--- config.mk ---
export PLATFORM = sky130hd
export DESIGN_NAME = pipe_hazard_ctrl
export DESIGN_NICKNAME = d
export VERILOG_FILES = /design/src/rtl/pipe_hazard_ctrl.sv
export SDC_FILE = /design/constraint.sdc
export NUM_CORES = 1
export LEC_CHECK = 0
export CORE_ASPECT_RATIO = 0.6
export CORE_MARGIN = 2
export CORE_UTILIZATION = 49
export CTS_CLUSTER_SIZE = 24
export DETAILED_ROUTE_END_ITERATION = 6
export GPL_ROUTABILITY_DRIVEN = 0
export PLACE_DENSITY = 0.87
export RECOVER_POWER = 50
export SLEW_MARGIN = 20
export SYNTH_ARGS = -nofsm -noshare
export SYNTH_HDL_FRONTEND = slang
export SYNTH_SLANG_ARGS = --single-unit
--- constraint.sdc ---
create_clock -name clk -period 2.4 [get_ports clk]
set_clock_uncertainty 0.15 [all_clocks]
set_input_delay 0.48 -clock clk [delete_from_list [all_inputs] [get_ports clk]]
set_output_delay 0.48 -clock clk [all_outputs]
set_load 0.05 [all_outputs]
--- src/rtl/pipe_hazard_ctrl.sv ---
// Stall/flush sequencer for the IF/ID, ID/EX, EX/MEM and MEM/WB pipeline registers.
// Strobes are combinational from state and inputs; state, wait counters and stall_cnt are registered.
module pipe_hazard_ctrl #(
  parameter int LU_STALL_CYC = 1,
  parameter int MEM_TIMEOUT  = 64,
  parameter int CNT_W        = 32
) (
  input  logic             clk,
  input  logic             rst_n,
  input  logic             MemRd_E,
  input  logic             RegWr_E,
  input  logic [4:0]       Rt_E,
  input  logic [4:0]       Rs_D,
  input  logic [4:0]       Rt_D,
  input  logic             dmem_req_M,
  input  logic             dmem_ack,
  input  logic             redirect_W,
  output logic             en_PC,
  output logic             en_FD,
  output logic             en_DE,
  output logic             en_EM,
  output logic             en_MW,
  output logic             fl_FD,
  output logic             fl_DE,
  output logic             fl_EM,
  output logic             fl_MW,
  output logic             dmem_kill,
  output logic             mem_err,
  output logic [CNT_W-1:0] stall_cnt
);

  typedef enum logic [1:0] {RUN, LU_STALL, MEM_WAIT} state_t;

  localparam logic [2:0]  LU_RELOAD = 3'(LU_STALL_CYC - 1);
  localparam logic [15:0] TO_LIMIT  = 16'(MEM_TIMEOUT);

  // Strobe bundles ordered {PC, FD, DE, EM, MW} and {FD, DE, EM, MW}
  localparam logic [4:0] EN_ALL = 5'b11111;
  localparam logic [4:0] EN_LU  = 5'b00111;
  localparam logic [4:0] EN_MEM = 5'b00001;
  localparam logic [3:0] FL_NO  = 4'b0000;
  localparam logic [3:0] FL_LU  = 4'b0100;
  localparam logic [3:0] FL_MEM = 4'b0001;
  localparam logic [3:0] FL_ALL = 4'b1111;

  state_t      state, state_nxt;
  logic [2:0]  lu_cnt, lu_cnt_nxt;
  logic [15:0] to_cnt, to_cnt_nxt;
  logic [4:0]  en_v;
  logic [3:0]  fl_v;
  logic        kill_v, err_v;
  logic        hz_lu, hz_mem;

  assign hz_lu  = MemRd_E & RegWr_E & (Rt_E != 5'd0) & ((Rt_E == Rs_D) | (Rt_E == Rt_D));
  assign hz_mem = dmem_req_M & ~dmem_ack;

  always_comb begin
    en_v       = EN_ALL;
    fl_v       = FL_NO;
    kill_v     = 1'b0;
    err_v      = 1'b0;
    state_nxt  = state;
    lu_cnt_nxt = lu_cnt;
    to_cnt_nxt = to_cnt;
    case (state)
      RUN: begin
        if (redirect_W) begin
          fl_v   = FL_ALL;
          kill_v = dmem_req_M;
        end else if (hz_mem) begin
          en_v       = EN_MEM;
          fl_v       = FL_MEM;
          state_nxt  = MEM_WAIT;
          to_cnt_nxt = 16'd1;
        end else if (hz_lu) begin
          en_v = EN_LU;
          fl_v = FL_LU;
          if (LU_STALL_CYC > 1) begin
            state_nxt  = LU_STALL;
            lu_cnt_nxt = LU_RELOAD;
          end
        end
      end
      LU_STALL: begin
        // The stalled consumer is held in ID, so bubbles continue regardless of hz_lu
        if (redirect_W) begin
          fl_v       = FL_ALL;
          kill_v     = dmem_req_M;
          state_nxt  = RUN;
          lu_cnt_nxt = 3'd0;
        end else if (hz_mem) begin
          en_v       = EN_MEM;
          fl_v       = FL_MEM;
          state_nxt  = MEM_WAIT;
          lu_cnt_nxt = 3'd0;
          to_cnt_nxt = 16'd1;
        end else begin
          en_v = EN_LU;
          fl_v = FL_LU;
          if (lu_cnt <= 3'd1) begin
            state_nxt  = RUN;
            lu_cnt_nxt = 3'd0;
          end else begin
            lu_cnt_nxt = lu_cnt - 3'd1;
          end
        end
      end
      MEM_WAIT: begin
        // A late ack coinciding with a redirect is dropped; the access is killed instead
        if (redirect_W) begin
          fl_v       = FL_ALL;
          kill_v     = 1'b1;
          state_nxt  = RUN;
          to_cnt_nxt = 16'd0;
        end else if (dmem_ack) begin
          state_nxt  = RUN;
          to_cnt_nxt = 16'd0;
        end else if (to_cnt >= TO_LIMIT) begin
          kill_v     = 1'b1;
          err_v      = 1'b1;
          state_nxt  = RUN;
          to_cnt_nxt = 16'd0;
        end else begin
          en_v       = EN_MEM;
          fl_v       = FL_MEM;
          to_cnt_nxt = to_cnt + 16'd1;
        end
      end
      default: begin
        state_nxt  = RUN;
        lu_cnt_nxt = 3'd0;
        to_cnt_nxt = 16'd0;
      end
    endcase
  end

  // Reset forces every register to bubble and freezes the PC
  assign {en_PC, en_FD, en_DE, en_EM, en_MW} = en_v & {5{rst_n}};
  assign {fl_FD, fl_DE, fl_EM, fl_MW}        = fl_v | {4{~rst_n}};
  assign dmem_kill = kill_v & rst_n;
  assign mem_err   = err_v & rst_n;

  always_ff @(posedge clk or negedge rst_n) begin
    if (!rst_n) begin
      state     <= RUN;
      lu_cnt    <= 3'd0;
      to_cnt    <= 16'd0;
      stall_cnt <= '0;
    end else begin
      state  <= state_nxt;
      lu_cnt <= lu_cnt_nxt;
      to_cnt <= to_cnt_nxt;
      if (!en_FD && (stall_cnt != {CNT_W{1'b1}}))
        stall_cnt <= stall_cnt + CNT_W'(1);
    end
  end

endmodule

==> impl_metrics.yaml <==
outcome:
  outcome: "complete, but fails checks"
  violations: "negative setup slack"
layout:
  instances_no_fill: 433
  final_cell_mix: "dfrtp_1 (43), buf_4 (37), xor2_1 (35)"
  antenna_cells: 0
  drive_above_1_share: 0.262
  final_common_cell: "dfrtp_1"
  fillers: 308
  area_growth_pct: 47.7
  final_nets: 391
yosys:
  netlist_instances: 267
  synthArstFlopShare: 1.00
  synth_area_leader_cell: "dfrtp_1"
  yosys_register_bits: 49
  syn_nets: 292
  syn_avg_cell_area_um2: 9.88
  synth.area.top_cells: "dfrtp_1 (46%), xor2_1 (12%), nor2_1 (3.8%)"
  synth_cell_types: 42
  yosysWarnings: 0
  synth_top_area_frac: 0.465
  syn_area_um2: 2640
  seq_area_frac_synth: 0.465
  synth_ff_type: "dfrtp_1"
  synth_edf_count: 0
floorplan:
  coreArea_um2: 5130
  rows: 20
  dieArea_um2: 6010
  initial_core_util: 0.514
  die_w_um: 98.7
  dieHeight_um: 60.8
  io_pins: 65
clock_tree:
  cts_max_level: 2
  numCtsBuffers: 5
  cts.sinks: 49
  cts_root_buf: "clkbuf_8"
  cts_tree: "done"
  clk_latency_ns: 0.31
  clk_pin_slew_worst_paths_ns: 0.09
  cts_max_path_buffers: 2
sta:
  setup_viol: 3
  min_period_ns: 2.49
  max_clock_freq_mhz: 401
  final.setup.worst_slack_ns: -0.0941
  tightest_slew_ns: 1.19
  hold_violations: 0
  min_period_over_period: 1.04
  fin_setup_tns_ns: -0.197
  slew_viol_final: 0
  slew_headroom: 0.210
  rsz0062_at_grt: "true"
detailed_routing:
  via_per_inst: 5.94
  drt_first_pass_iters: 5
  num_vias: 2571
  final_antenna_net_count: 0
  totalWireLength_um: 8480
  drc: 0
  wl_per_cell_um: 19.6
  drtIter0Drc: 210
place:
  placed_cells: 416
  dp_hpwl_um: 5330
  portBuffers: 64
critical_path:
  rr_worst_depth: 9
  cp_data_required_time_ns: 1.77
  worst-setup-path-type: "register to output port"
  cp-end-kind: "output port"
  r2r_slack_ns: 0.03
  max_stage_delay_ns: 0.44
  critPathBufInv: 3
  start_kind: "register"
  path_depth: 7
  arrival_ns: 1.86
  cpMaxStageDelayCell: "dfrtp_2"
  cp_max_fo: 5
  path_delay_family: "simple AND/OR/NAND/NOR gates"
  path_cells: "nor4_4, nand4_1, and3_4, o31ai_4, inv_4, buf_12, buf_12"
  path_common_cell: "buf_12"
global_route:
  antenna_found_initial: 0
  grt_usage: 0.271
  first_global_vias: 2425
  grt_pass1_wl_um: 12500
  grt-ovfl-total: 0
  grt_max_degree: 49
pwr:
  p_per_area_nw_per_um2: 678
  ir_drop_v: 0.000626
  power.total_uw: 2640
  power.static_leakage_uw: 0.00171
job:
  drv_cap: 0
worst_hold_path:
  holdPathStages: 1
  hold_class: "register to register"
-- power breakdown --
group	total (uW)	switching (uW)	internal [uW]
combinational	956	606	350
sequential	1060	140	924
clock	622	282	340
total	2640	1030	1610
-- stage by stage --
| stage | worst slack (ns) | hold WS [ns] | instance area, um^2 | utilization |
|---|---|---|---|---|
| finish | -0.0941 | 0.351 | 3900 | 0.760 |
| global route | -0.156 | 0.373 | 3900 | 0.760 |
| CTS | -0.0267 | 0.236 | 3780 | 0.738 |
| detailed placement | -0.581 | 0.151 | 3580 | 0.699 |
| global placement | -0.384 | 0.146 | 3580 | 0.699 |
| floorplan | 0.0168 | 0.0344 | 2670 | - |
-- repair_timing --
| action | 4_1_cts | 5_1_grt |
|---|---|---|
| endpoints found under the setup margin | 33 | 29 |
| pin swaps | 15 | 5 |
| setup buffers | 5 | 3 |
| resized for setup | 51 | 18 |
| hold buffers | 1 | 0 |
| endpoints found under the hold margin | 1 | 0 |
-- final cells by class --
class | count | area (um^2) | share of cell area
clock buffers | 7 | 86.3 | 0.0221
clock inverters | 1 | 30.0 | 0.00770
inverters | 7 | 28.8 | 0.00738
multi-input cells | 201 | 1460 | 0.375
flip-flops and latches | 49 | 1230 | 0.316
repair buffers | 102 | 973 | 0.250
well taps | 66 | 82.6 | 0.0212
-- registers in the layout, indices dropped and copies added (netlist names) --
| register | flops |
|---|---|
| to_cnt | 16 |
| stall_cnt | 32 |
| state | 1 |
-- path summary, 6_finish.rpt --
kind / from / to
min: stall_cnt[12] / stall_cnt[12]
max: to_cnt[12] / en_PC
min reg2reg: stall_cnt[12] / stall_cnt[12]
max reg2reg: to_cnt[12] / stall_cnt[15]
max in group asynchronous: rst_n / stall_cnt[0]
min in group asynchronous: rst_n / state[1]
-- worst reg2reg max path: cells and delay by family, from the launching register on --
family | cells | cell delay (ns)
AOI/OAI and AO/OA | 1 | 0.08
xor gates and xnor gates | 1 | 0.17
and+or+nand+nor | 4 | 1.07
DFF | 1 | 0.44
buffers and inverters | 3 | 0.40
-- cell families after synthesis --
family,share of synthesized area
multiplexers,0.00569
AND/OR/NAND/NOR,0.271
XOR/XNOR,0.149
AO/OA/AOI/OAI,0.0597
buffers and inverters,0.0351
adder cells (fa/ha/maj),0.0142
flip-flops,0.465
-- synthesized netlist by cell type, drive strengths merged, types with 4 or more instances --
cell / instances
nand4: 9
xnor2: 10
nor2: 27
nor4: 7
a31oi: 4
o21ai: 4
dfrtp: 49
buf: 9
xor2: 35
inv: 7
nand3: 14
a21oi: 8
and3: 10
nor3: 20
nor2b: 4
nand2: 20
nor3b: 4
-- layer usage --
metal  vias to the layer above  global-route usage  share of wire
li1                       1123                   -              -
met1                      1279               0.387           0.45
met2                       146               0.419           0.46
met3                        23              0.0541          0.065
met4                         0              0.0998          0.023
met5                         -                   0              0
(Power assumes the default switching activity.)
